### config.mk
export PLATFORM = sky130hd
export DESIGN_NAME = softout_llr_pack
export DESIGN_NICKNAME = d
export VERILOG_FILES = /design/src/rtl/softout_llr_pack_pkg.sv /design/src/rtl/softout_llr_pack_fifo.sv /design/src/rtl/softout_llr_pack.sv
export SDC_FILE = /design/constraint.sdc
export NUM_CORES = 1
export LEC_CHECK = 0
export ABC_AREA = 1
export BUFFER_PORTS_ARGS = -buffer_cell sky130_fd_sc_hd__buf_2
export CAP_MARGIN = 20
export CORE_MARGIN = 2
export CORE_UTILIZATION = 30
export DETAILED_ROUTE_END_ITERATION = 16
export PLACE_DENSITY_LB_ADDON = 0.3
export SYNTH_ARGS = -nofsm -noshare
export SYNTH_HDL_FRONTEND = slang
export SYNTH_HIERARCHICAL = 1
export SYNTH_SLANG_ARGS = --single-unit
### constraint.sdc
create_clock -name clk -period 4.1 [get_ports clk]
set_input_delay 0.82 -clock clk [delete_from_list [all_inputs] [get_ports clk]]
set_output_delay 0.82 -clock clk [all_outputs]
set_load 0.02 [all_outputs]
### src/rtl/softout_llr_pack_pkg.sv
`default_nettype none
// ============================================================================
// Package  : softout_llr_pack_pkg
// Purpose  : Shared constants and helpers for the soft-output LLR packer:
//            default soft/LLR widths, lane count and the symmetric LLR
//            saturation limit.
// Ports    : none (package)
// Revision : 1.0 - initial release
// ============================================================================
package softout_llr_pack_pkg;

   localparam int DEF_SOFT_W  = 31;
   localparam int DEF_LLR_W   = 8;
   localparam int NUM_LANES   = 4;

   // Symmetric limit: the most-negative two's-complement code is never used,
   // so +LIM and -LIM are the only clip values.
   localparam int DEF_LLR_MAX = (1 << (DEF_LLR_W - 1)) - 1;
   localparam int DEF_LLR_MIN = -DEF_LLR_MAX;

   function automatic int llr_max(input int llr_w);
      return (1 << (llr_w - 1)) - 1;
   endfunction

endpackage
`default_nettype wire

### src/rtl/softout_llr_pack_fifo.sv
`default_nettype none
// ============================================================================
// Module   : softout_llr_pack_fifo
// Purpose  : Synchronous single-clock FIFO holding quantised beats. The head
//            entry is presented combinationally from storage.
// Ports    : clk, rst (sync, active-low)
//            wr_en_i / wdata_i   - write port (never asserted when full)
//            rd_en_i / rdata_o   - read port, rdata_o is the current head
//            count_o             - number of stored entries (0..DEPTH)
// Revision : 1.0 - initial release
// ============================================================================
module softout_llr_pack_fifo #(
   parameter int WIDTH = 40,
   parameter int DEPTH = 4
) (
   input  logic                     clk,
   input  logic                     rst,
   input  logic                     wr_en_i,
   input  logic [WIDTH-1:0]         wdata_i,
   input  logic                     rd_en_i,
   output logic [WIDTH-1:0]         rdata_o,
   output logic [$clog2(DEPTH):0]   count_o
);

   localparam int AW = $clog2(DEPTH);

   logic [WIDTH-1:0] mem_q [DEPTH];
   logic [AW-1:0]    wptr_q;
   logic [AW-1:0]    rptr_q;
   logic [AW:0]      count_q;

   // Storage is not reset: pointers and count define what is valid.
   always_ff @(posedge clk) begin
      if (wr_en_i) begin
         mem_q[wptr_q] <= wdata_i;
      end
   end

   // DEPTH is a power of two, so pointers wrap naturally.
   always_ff @(posedge clk) begin
      if (!rst) begin
         wptr_q  <= '0;
         rptr_q  <= '0;
         count_q <= '0;
      end else begin
         if (wr_en_i) begin
            wptr_q <= wptr_q + 1'b1;
         end
         if (rd_en_i) begin
            rptr_q <= rptr_q + 1'b1;
         end
         case ({wr_en_i, rd_en_i})
            2'b10:   count_q <= count_q + 1'b1;
            2'b01:   count_q <= count_q - 1'b1;
            default: count_q <= count_q;
         endcase
      end
   end

   assign rdata_o = mem_q[rptr_q];
   assign count_o = count_q;

endmodule
`default_nettype wire

### src/rtl/softout_llr_pack.sv
`default_nettype none
// ============================================================================
// Module   : softout_llr_pack
// Purpose  : Rounds, scales and saturates four signed soft outputs per beat to
//            LLR_W-bit symmetric LLRs with hard decision and saturation flags,
//            buffers them in a small FIFO and delivers them over valid/ready
//            with an end-of-frame marker.
// Ports    : clk, rst (sync, active-low)
//            in_valid/in_ready, soft_out1..soft_out4  - input beat
//            out_valid/out_ready                      - output handshake
//            out_llr[4*LLR_W], out_hard[4], out_sat[4] - head beat lanes
//            out_last                                 - head is last of frame
// Revision : 1.0 - initial release
// ============================================================================
module softout_llr_pack
   import softout_llr_pack_pkg::*;
#(
   parameter int SOFT_W      = DEF_SOFT_W,
   parameter int LLR_W       = DEF_LLR_W,
   parameter int SHIFT       = 10,
   parameter int DEPTH       = 4,
   parameter int FRAME_BEATS = 256
) (
   input  logic                         clk,
   input  logic                         rst,
   input  logic                         in_valid,
   output logic                         in_ready,
   input  logic signed [SOFT_W-1:0]     soft_out1,
   input  logic signed [SOFT_W-1:0]     soft_out2,
   input  logic signed [SOFT_W-1:0]     soft_out3,
   input  logic signed [SOFT_W-1:0]     soft_out4,
   output logic                         out_valid,
   input  logic                         out_ready,
   output logic [NUM_LANES*LLR_W-1:0]   out_llr,
   output logic [NUM_LANES-1:0]         out_hard,
   output logic [NUM_LANES-1:0]         out_sat,
   output logic                         out_last
);

   localparam int YW  = SOFT_W + 1;
   localparam int LW  = NUM_LANES * LLR_W;
   localparam int FW  = LW + 2 * NUM_LANES;
   localparam int CW  = $clog2(DEPTH) + 1;
   localparam int FCW = (FRAME_BEATS > 1) ? $clog2(FRAME_BEATS) : 1;
   localparam int LIM = llr_max(LLR_W);

   localparam logic signed [YW-1:0] RND     = YW'(1) << (SHIFT - 1);
   localparam logic signed [YW-1:0] POS_LIM = YW'(LIM);
   localparam logic signed [YW-1:0] NEG_LIM = -POS_LIM;

   logic signed [SOFT_W-1:0] x [NUM_LANES];
   assign x[0] = soft_out1;
   assign x[1] = soft_out2;
   assign x[2] = soft_out3;
   assign x[3] = soft_out4;

   logic accept;
   assign accept = in_valid && in_ready;

   // ---------------- stage 1: round half-up and arithmetic shift ----------
   logic signed [YW-1:0] s1_y_d [NUM_LANES];
   logic signed [YW-1:0] s1_y_q [NUM_LANES];
   logic [NUM_LANES-1:0] s1_hard_d;
   logic [NUM_LANES-1:0] s1_hard_q;
   logic                 s1_valid_q;

   // One extra bit of headroom keeps x + 2^(SHIFT-1) from overflowing.
   always_comb begin
      for (int i = 0; i < NUM_LANES; i++) begin
         s1_y_d[i]    = ($signed({x[i][SOFT_W-1], x[i]}) + RND) >>> SHIFT;
         s1_hard_d[i] = x[i][SOFT_W-1];
      end
   end

   // ---------------- stage 2: symmetric saturation ------------------------
   logic [LW-1:0]        s2_llr_d;
   logic [NUM_LANES-1:0] s2_sat_d;
   logic [LW-1:0]        s2_llr_q;
   logic [NUM_LANES-1:0] s2_sat_q;
   logic [NUM_LANES-1:0] s2_hard_q;
   logic                 s2_valid_q;

   always_comb begin
      s2_llr_d = '0;
      s2_sat_d = '0;
      for (int i = 0; i < NUM_LANES; i++) begin
         if (s1_y_q[i] > POS_LIM) begin
            s2_llr_d[i*LLR_W +: LLR_W] = POS_LIM[LLR_W-1:0];
            s2_sat_d[i]                = 1'b1;
         end else if (s1_y_q[i] < NEG_LIM) begin
            s2_llr_d[i*LLR_W +: LLR_W] = NEG_LIM[LLR_W-1:0];
            s2_sat_d[i]                = 1'b1;
         end else begin
            s2_llr_d[i*LLR_W +: LLR_W] = s1_y_q[i][LLR_W-1:0];
         end
      end
   end

   // Pipeline never stalls: in_ready reserves FIFO room for in-flight beats.
   always_ff @(posedge clk) begin
      if (!rst) begin
         s1_valid_q <= 1'b0;
         s1_hard_q  <= '0;
         for (int i = 0; i < NUM_LANES; i++) begin
            s1_y_q[i] <= '0;
         end
         s2_valid_q <= 1'b0;
         s2_llr_q   <= '0;
         s2_sat_q   <= '0;
         s2_hard_q  <= '0;
      end else begin
         s1_valid_q <= accept;
         if (accept) begin
            s1_hard_q <= s1_hard_d;
            for (int i = 0; i < NUM_LANES; i++) begin
               s1_y_q[i] <= s1_y_d[i];
            end
         end
         s2_valid_q <= s1_valid_q;
         if (s1_valid_q) begin
            s2_llr_q  <= s2_llr_d;
            s2_sat_q  <= s2_sat_d;
            s2_hard_q <= s1_hard_q;
         end
      end
   end

   // ---------------- output FIFO ------------------------------------------
   logic [FW-1:0] fifo_rdata;
   logic [CW-1:0] fifo_count;
   logic          xfer;

   assign out_valid = (fifo_count != '0);
   assign xfer      = out_valid && out_ready;

   softout_llr_pack_fifo #(
      .WIDTH (FW),
      .DEPTH (DEPTH)
   ) u_fifo (
      .clk     (clk),
      .rst     (rst),
      .wr_en_i (s2_valid_q),
      .wdata_i ({s2_sat_q, s2_hard_q, s2_llr_q}),
      .rd_en_i (xfer),
      .rdata_o (fifo_rdata),
      .count_o (fifo_count)
   );

   // Head storage is not reset, so outputs are forced to zero when empty.
   assign out_llr  = out_valid ? fifo_rdata[LW-1:0]                       : '0;
   assign out_hard = out_valid ? fifo_rdata[LW +: NUM_LANES]              : '0;
   assign out_sat  = out_valid ? fifo_rdata[LW+NUM_LANES +: NUM_LANES]    : '0;

   assign in_ready = rst &&
                     ((int'(fifo_count) + int'(s1_valid_q) + int'(s2_valid_q)) < DEPTH);

   // ---------------- output-side frame counter ----------------------------
   logic [FCW-1:0] fcnt_q;
   logic           at_last;

   assign at_last  = (fcnt_q == FCW'(FRAME_BEATS - 1));
   assign out_last = out_valid && at_last;

   always_ff @(posedge clk) begin
      if (!rst) begin
         fcnt_q <= '0;
      end else if (xfer) begin
         fcnt_q <= at_last ? '0 : fcnt_q + 1'b1;
      end
   end

endmodule
`default_nettype wire

* Word-level counts from Yosys, hierarchy flattened *
Memory sizes are Yosys's and may differ from the RTL's. A register that Yosys moved wholly into a read port is not among the register bits.
Cells that the tools add are included.

storage, ports and cells
  bits in registers = 61
  latch bits = 0
  RAM bits = 288
  memory bits (read-only) = 0
  input bits = 128
  output and inout bits = 43
  word-level logic and storage cells = 78
  memories = 2

memories
  memory        words  bits a word  rd ports  clocked after Yosys merged registers in  wr ports  line                         text
  u_fifo.mem_q  4      40           1         1                                        1         softout_llr_pack_fifo.sv:27  logic [WIDTH-1:0] mem_q [DEPTH];
  s1_y_q        4      32           4         0                                        4         softout_llr_pack.sv:62       logic signed [YW-1:0] s1_y_q [NUM_LANES];

operators by class
  add/sub/neg operators = 11
  multiply operators = 0
  divide/modulo/power cells = 0
  order comparisons = 9
  equal/unequal tests = 3
  shift-type cells = 0
  multiplexer cells = 33
  bitwise gates (word level) = 4
  reductions and logical operators = 6

operators by type and width
  cell                      number
  $mux W32                  5
  $add A31 B11 Y32 const B  4
  $gt A32 B8 Y1 const B     4
  $lt A32 B8 Y1 const B     4
  $mux W8                   9
  $mux W1                   14
  $add A8 B1 Y8 const B     1
  $eq A8 B8 Y1 const B      1
  $mux W4                   2
  $pmux W3 S2               1
  $add A4 B1 Y5             1
  $lt A5 B3 Y1 const B      1
  $add A2 B1 Y2 const B     2
  $add A3 B1 Y4             1
  $logic_and A1 B1 Y1       4
  $mux W2                   2
  $or A1 B1 Y1              4
  $add A3 B1 Y3 const B     1
  $reduce_bool A3 Y1        1
  $sub A3 B1 Y3 const B     1
  $eq A2 B1 Y1 const B      1
  $eq A2 B2 Y1 const B      1
  $reduce_bool A2 Y1        1

* Longest topological paths before layout *
  word-level depth = 9
  depth in mapped cells = 13
  depth with buffers taken out = 13

* By module *
Netlist, hierarchy kept.

by module, submodules not included
  module                 instances  cells an instance  area each (um^2)  sequential area each (um^2)
  softout_llr_pack       1          1111               8135.3            3723.6
  softout_llr_pack_fifo  1          442                6480.0            4984.8

* Least setup slack after synthesis *
No wires, ideal clock.

  path type = input -> register
  start = in rst
  end = mem s1_y_q[0][0] in the netlist's numbering (enable)
  setup time = 0.451 ns
  arrival time = 3.197 ns
  required time = 3.649 ns
  slack = 0.452 ns
  stages = 4
  path buffers = 0
  cell sequence = nand2_1 -> a21oi_2 -> nand2_2 -> nand2_1

RTL lines
  item         line                    text
  from (decl)  softout_llr_pack.sv:25  input logic rst,
  to (decl)    softout_llr_pack.sv:62

==> reports/results.tsv <==
stage	metric	value	unit
power_and_ir_drop	Pint	5.80	mW
layout	most common cell after layout, fill and taps aside	nor2_1	
timing	Final Cycle Share	0.827	
power_and_ir_drop	Clock power frac	0.317	
clock_tree	clk sinks	311	
die	# IOs	171	
detailed_routing	vias per cell	4.58	
timing	Setup Viol. Count Final	0	
timing	fin. max-slew vios	0	
clock_tree	TritonCTS clock tree	built	
detailed_routing	Post-Route WL	33800	um
power_and_ir_drop	Leakage	6.58	nW
setup_path	R2R setup slack	1.46	ns
synthesis	Synth Register Bits	311	
grt	global route overflow	0	
detailed_routing	Avg WL per Cell	14.6	um
job	# Max-Cap Violations	0	
grt	Total GRT Usage	0.133	
timing	Fin Setup TNS	0	ns
detailed_routing	ANT nets after route	0	
placement	routability-driven placement congestion ratio	0.888	
grt	global-route wire length before repair	53900	um
detailed_routing	Detailed Routing Iterations Pass 1	5	
die	die height	225	um
clock_tree	Clock Pin Slew Worst Setup and Hold Paths	0.06	ns
power_and_ir_drop	pwr/cell area	505	mW/mm^2
placement	placed cell areas	0.0158	sq mm
power_and_ir_drop	peak supply drop	0.269	mV
setup_path	crit path kind	reg2out	
synthesis	Post-Synthesis Cells	1553	
layout	most frequent cells in the layout	nor2_1, nand2_1, edfxtp_1, inv_1, buf_2	
clock_tree	root buffer cell	clkbuf_16	
synthesis	Cell Area, Synth	0.0146	sq mm
setup_path	critical path arrival	2.57	ns
detailed_routing	detailed router's first-iteration violation count	610	
timing	final hold violations	0	
hold_path	min-delay worst type	reg2reg	
detailed_routing	Vias	10700	
detailed_routing	DRC	0	
setup_path	crit path max fanout	50	
power_and_ir_drop	Flop pwr share	0.453	
clock_tree	Clk Latency, worst-skew pair	0.56	ns
clock_tree	cts hold-fix bufs	0	
timing	Tightest Pin Transition	0.969	ns
die	die area	0.0505	sq mm
placement	IO buf count	134	
clock_tree	post-CTS setup buffers	0	
clock_tree	clock buffer depth	3	
setup_path	Reg-to-Reg End	s1_y_q[2][30]	
layout	share of cells above drive strength 1	0.142	
hold_path	worst hold path startpoint	s1_valid_q	
setup_path	Critical Path Start Type	flip-flop	
setup_path	CP endpoint kind	output port	
timing	Tmin final	3.39	ns
hold_path	hold path endpoint	s2_valid_q	
hold_path	WHS Path Cells	2	
die	Rows	80	
layout	Syn-to-layout area delta	14.9	%
timing	Clock Skew	0.00533	ns
layout	Finished Core Util	0.350	
die	CORE AREA	0.0479	sq mm
grt	antenna violations before repair	0	
synthesis	syn_nets	1693	
die	Starting Density	0.305	
layout	NumNets Final	1824	
setup_path	reg-to-reg startpoint	s2_valid_q	
layout	ANT cells	0	
synthesis	Syn. warnings	6	
timing	Relative slew margins	0.353	
power_and_ir_drop	Psw	2.68	mW
power_and_ir_drop	Net Sw Frac	0.316	
timing	Max Freq	0.295	GHz
synthesis	Unique masters post-synth	47	
placement	HPWL after detailed placement	23600	um
setup_path	reg2reg path depth	8	
run_status	status	finished, final reports clean	
clock_tree	post-CTS resize count	0	
grt	largest net degree at the start of global routing	81	
setup_path	WP data required	3.28	ns
synthesis	share of the yosys chip area belonging to registers	0.596	
clock_tree	TritonCTS buffer count	30	
timing	RSZ-0062 raised after global routing	false	
clock_tree	H-tree levels	1	
timing	hold_ws	0.454	ns
synthesis	syn_area_per_cell	9.41	sq um
die	Die Wd	225	um
layout	post-route cell area	0.0168	sq mm
power_and_ir_drop	Logic pwr share	0.230	
grt	vias in the first global route	9993	
critical path: stages (launching register included):
cell	delay, ns
dfxtp_2	0.82
buf_12	0.32
o21ai_0	0.13
o22ai_1	0.36
inv_1	0.09
nor2_1	0.10
buf_2	0.17
power by group through the flow:
| stage | registers, mW | clock network, mW | logic (mW) |
|---|---|---|---|
| CTS | 3.85 | 2.78 | 2.00 |
| global placement | 3.91 | 0 | 1.97 |
| finish | 3.84 | 2.69 | 1.95 |
| detailed placement | 3.92 | 0 | 2.00 |
| floorplan | 3.82 | 0 | 1.46 |
| global route | 3.87 | 2.90 | 2.21 |
cells in the mapped netlist, drive strengths merged:
library cell / instances / area (sq um)
a41oi: 1 / 8.76
fa: 1 / 20.0
buf: 36 / 337
clkbuf: 14 / 52.6
nand3b: 8 / 60.1
nand3: 63 / 335
nor4: 1 / 6.26
or2: 14 / 87.6
mux2i: 2 / 20.0
nor2: 302 / 1200
a31oi: 4 / 25.0
nor3: 23 / 136
clkinv: 1 / 3.75
ha: 11 / 138
xnor2: 3 / 26.3
or3: 2 / 12.5
a21oi: 93 / 469
nand4: 20 / 125
nor3b: 7 / 62.6
o21a: 1 / 7.51
edfxtp: 248 / 7450
dfxtp: 63 / 1260
nand2: 291 / 1120
inv: 165 / 632
o22ai: 40 / 250
o21ai: 118 / 598
a211oi: 5 / 37.5
xor2: 16 / 140
flip-flops by register name, indices dropped and copies added, names as in the netlist, named ones only:
signal / count
fcnt_q: 8
s1_hard_q: 4
s2_llr_q: 32
u_fifo/rptr_q: 2
s1_y_q: 88
u_fifo/count_o: 3
s1_valid_q: 1
u_fifo/mem_q: 160
s2_valid_q: 1
s2_hard_q: 4
u_fifo/wptr_q: 2
s2_sat_q: 4
final cells by class:
cell class	instances	area (sq um)
inverters	166	636
clock inverters	20	174
flip-flops and latches	311	8710
clock buffers	36	795
fillers	4851	31200
repair buffers	149	816
multi-input cells	1026	4890
well taps	615	769
stage by stage:
step           cells  setup WS, ns  total power, mW
2_1_floorplan   1553         0.452             5.29
3_3_place_gp    2266          1.02             5.88
3_5_place_dp    2266          1.04             5.91
4_1_cts         2322         0.427             8.63
5_1_grt         2323         0.506             8.99
6_report        2323         0.710             8.48
routing by layer:
metal | vias to the layer above | global-route usage | part of all wire
li1 | 5491 | - | -
met3 | 32 | 0.0152 | 0.037
met2 | 196 | 0.217 | 0.45
met1 | 4931 | 0.190 | 0.50
met5 | - | 0 | 0
met4 | 0 | 0.0340 | 0.017
logic make-up (layout without fill, tap and decap cells):
| kind of cell | count (synthesis) | count (layout) | share of synthesized area |
|---|---|---|---|
| adder cells (fa/ha/maj) | 12 | 12 | 0.0108 |
| AO/OA/AOI/OAI | 262 | 262 | 0.0955 |
| flip-flops | 311 | 311 | 0.596 |
| multiplexers | 2 | 2 | 0.00137 |
| XOR/XNOR | 19 | 19 | 0.0114 |
| AND/OR/NAND/NOR | 731 | 731 | 0.215 |
| buffers and inverters | 216 | 371 | 0.0701 |
worst max path at each step:
stage                    from      endpoint  cells after the start
global placement    flip-flop   out_llr[21]                      6
CTS                 flip-flop   out_llr[21]                      6
global route        flip-flop   out_llr[16]                      6
floorplan                 rst  s1_y_q[0][0]                      4
finish              flip-flop   out_hard[2]                      6
detailed placement  flip-flop   out_llr[21]                      6
Power figures use the tool's default switching activity.
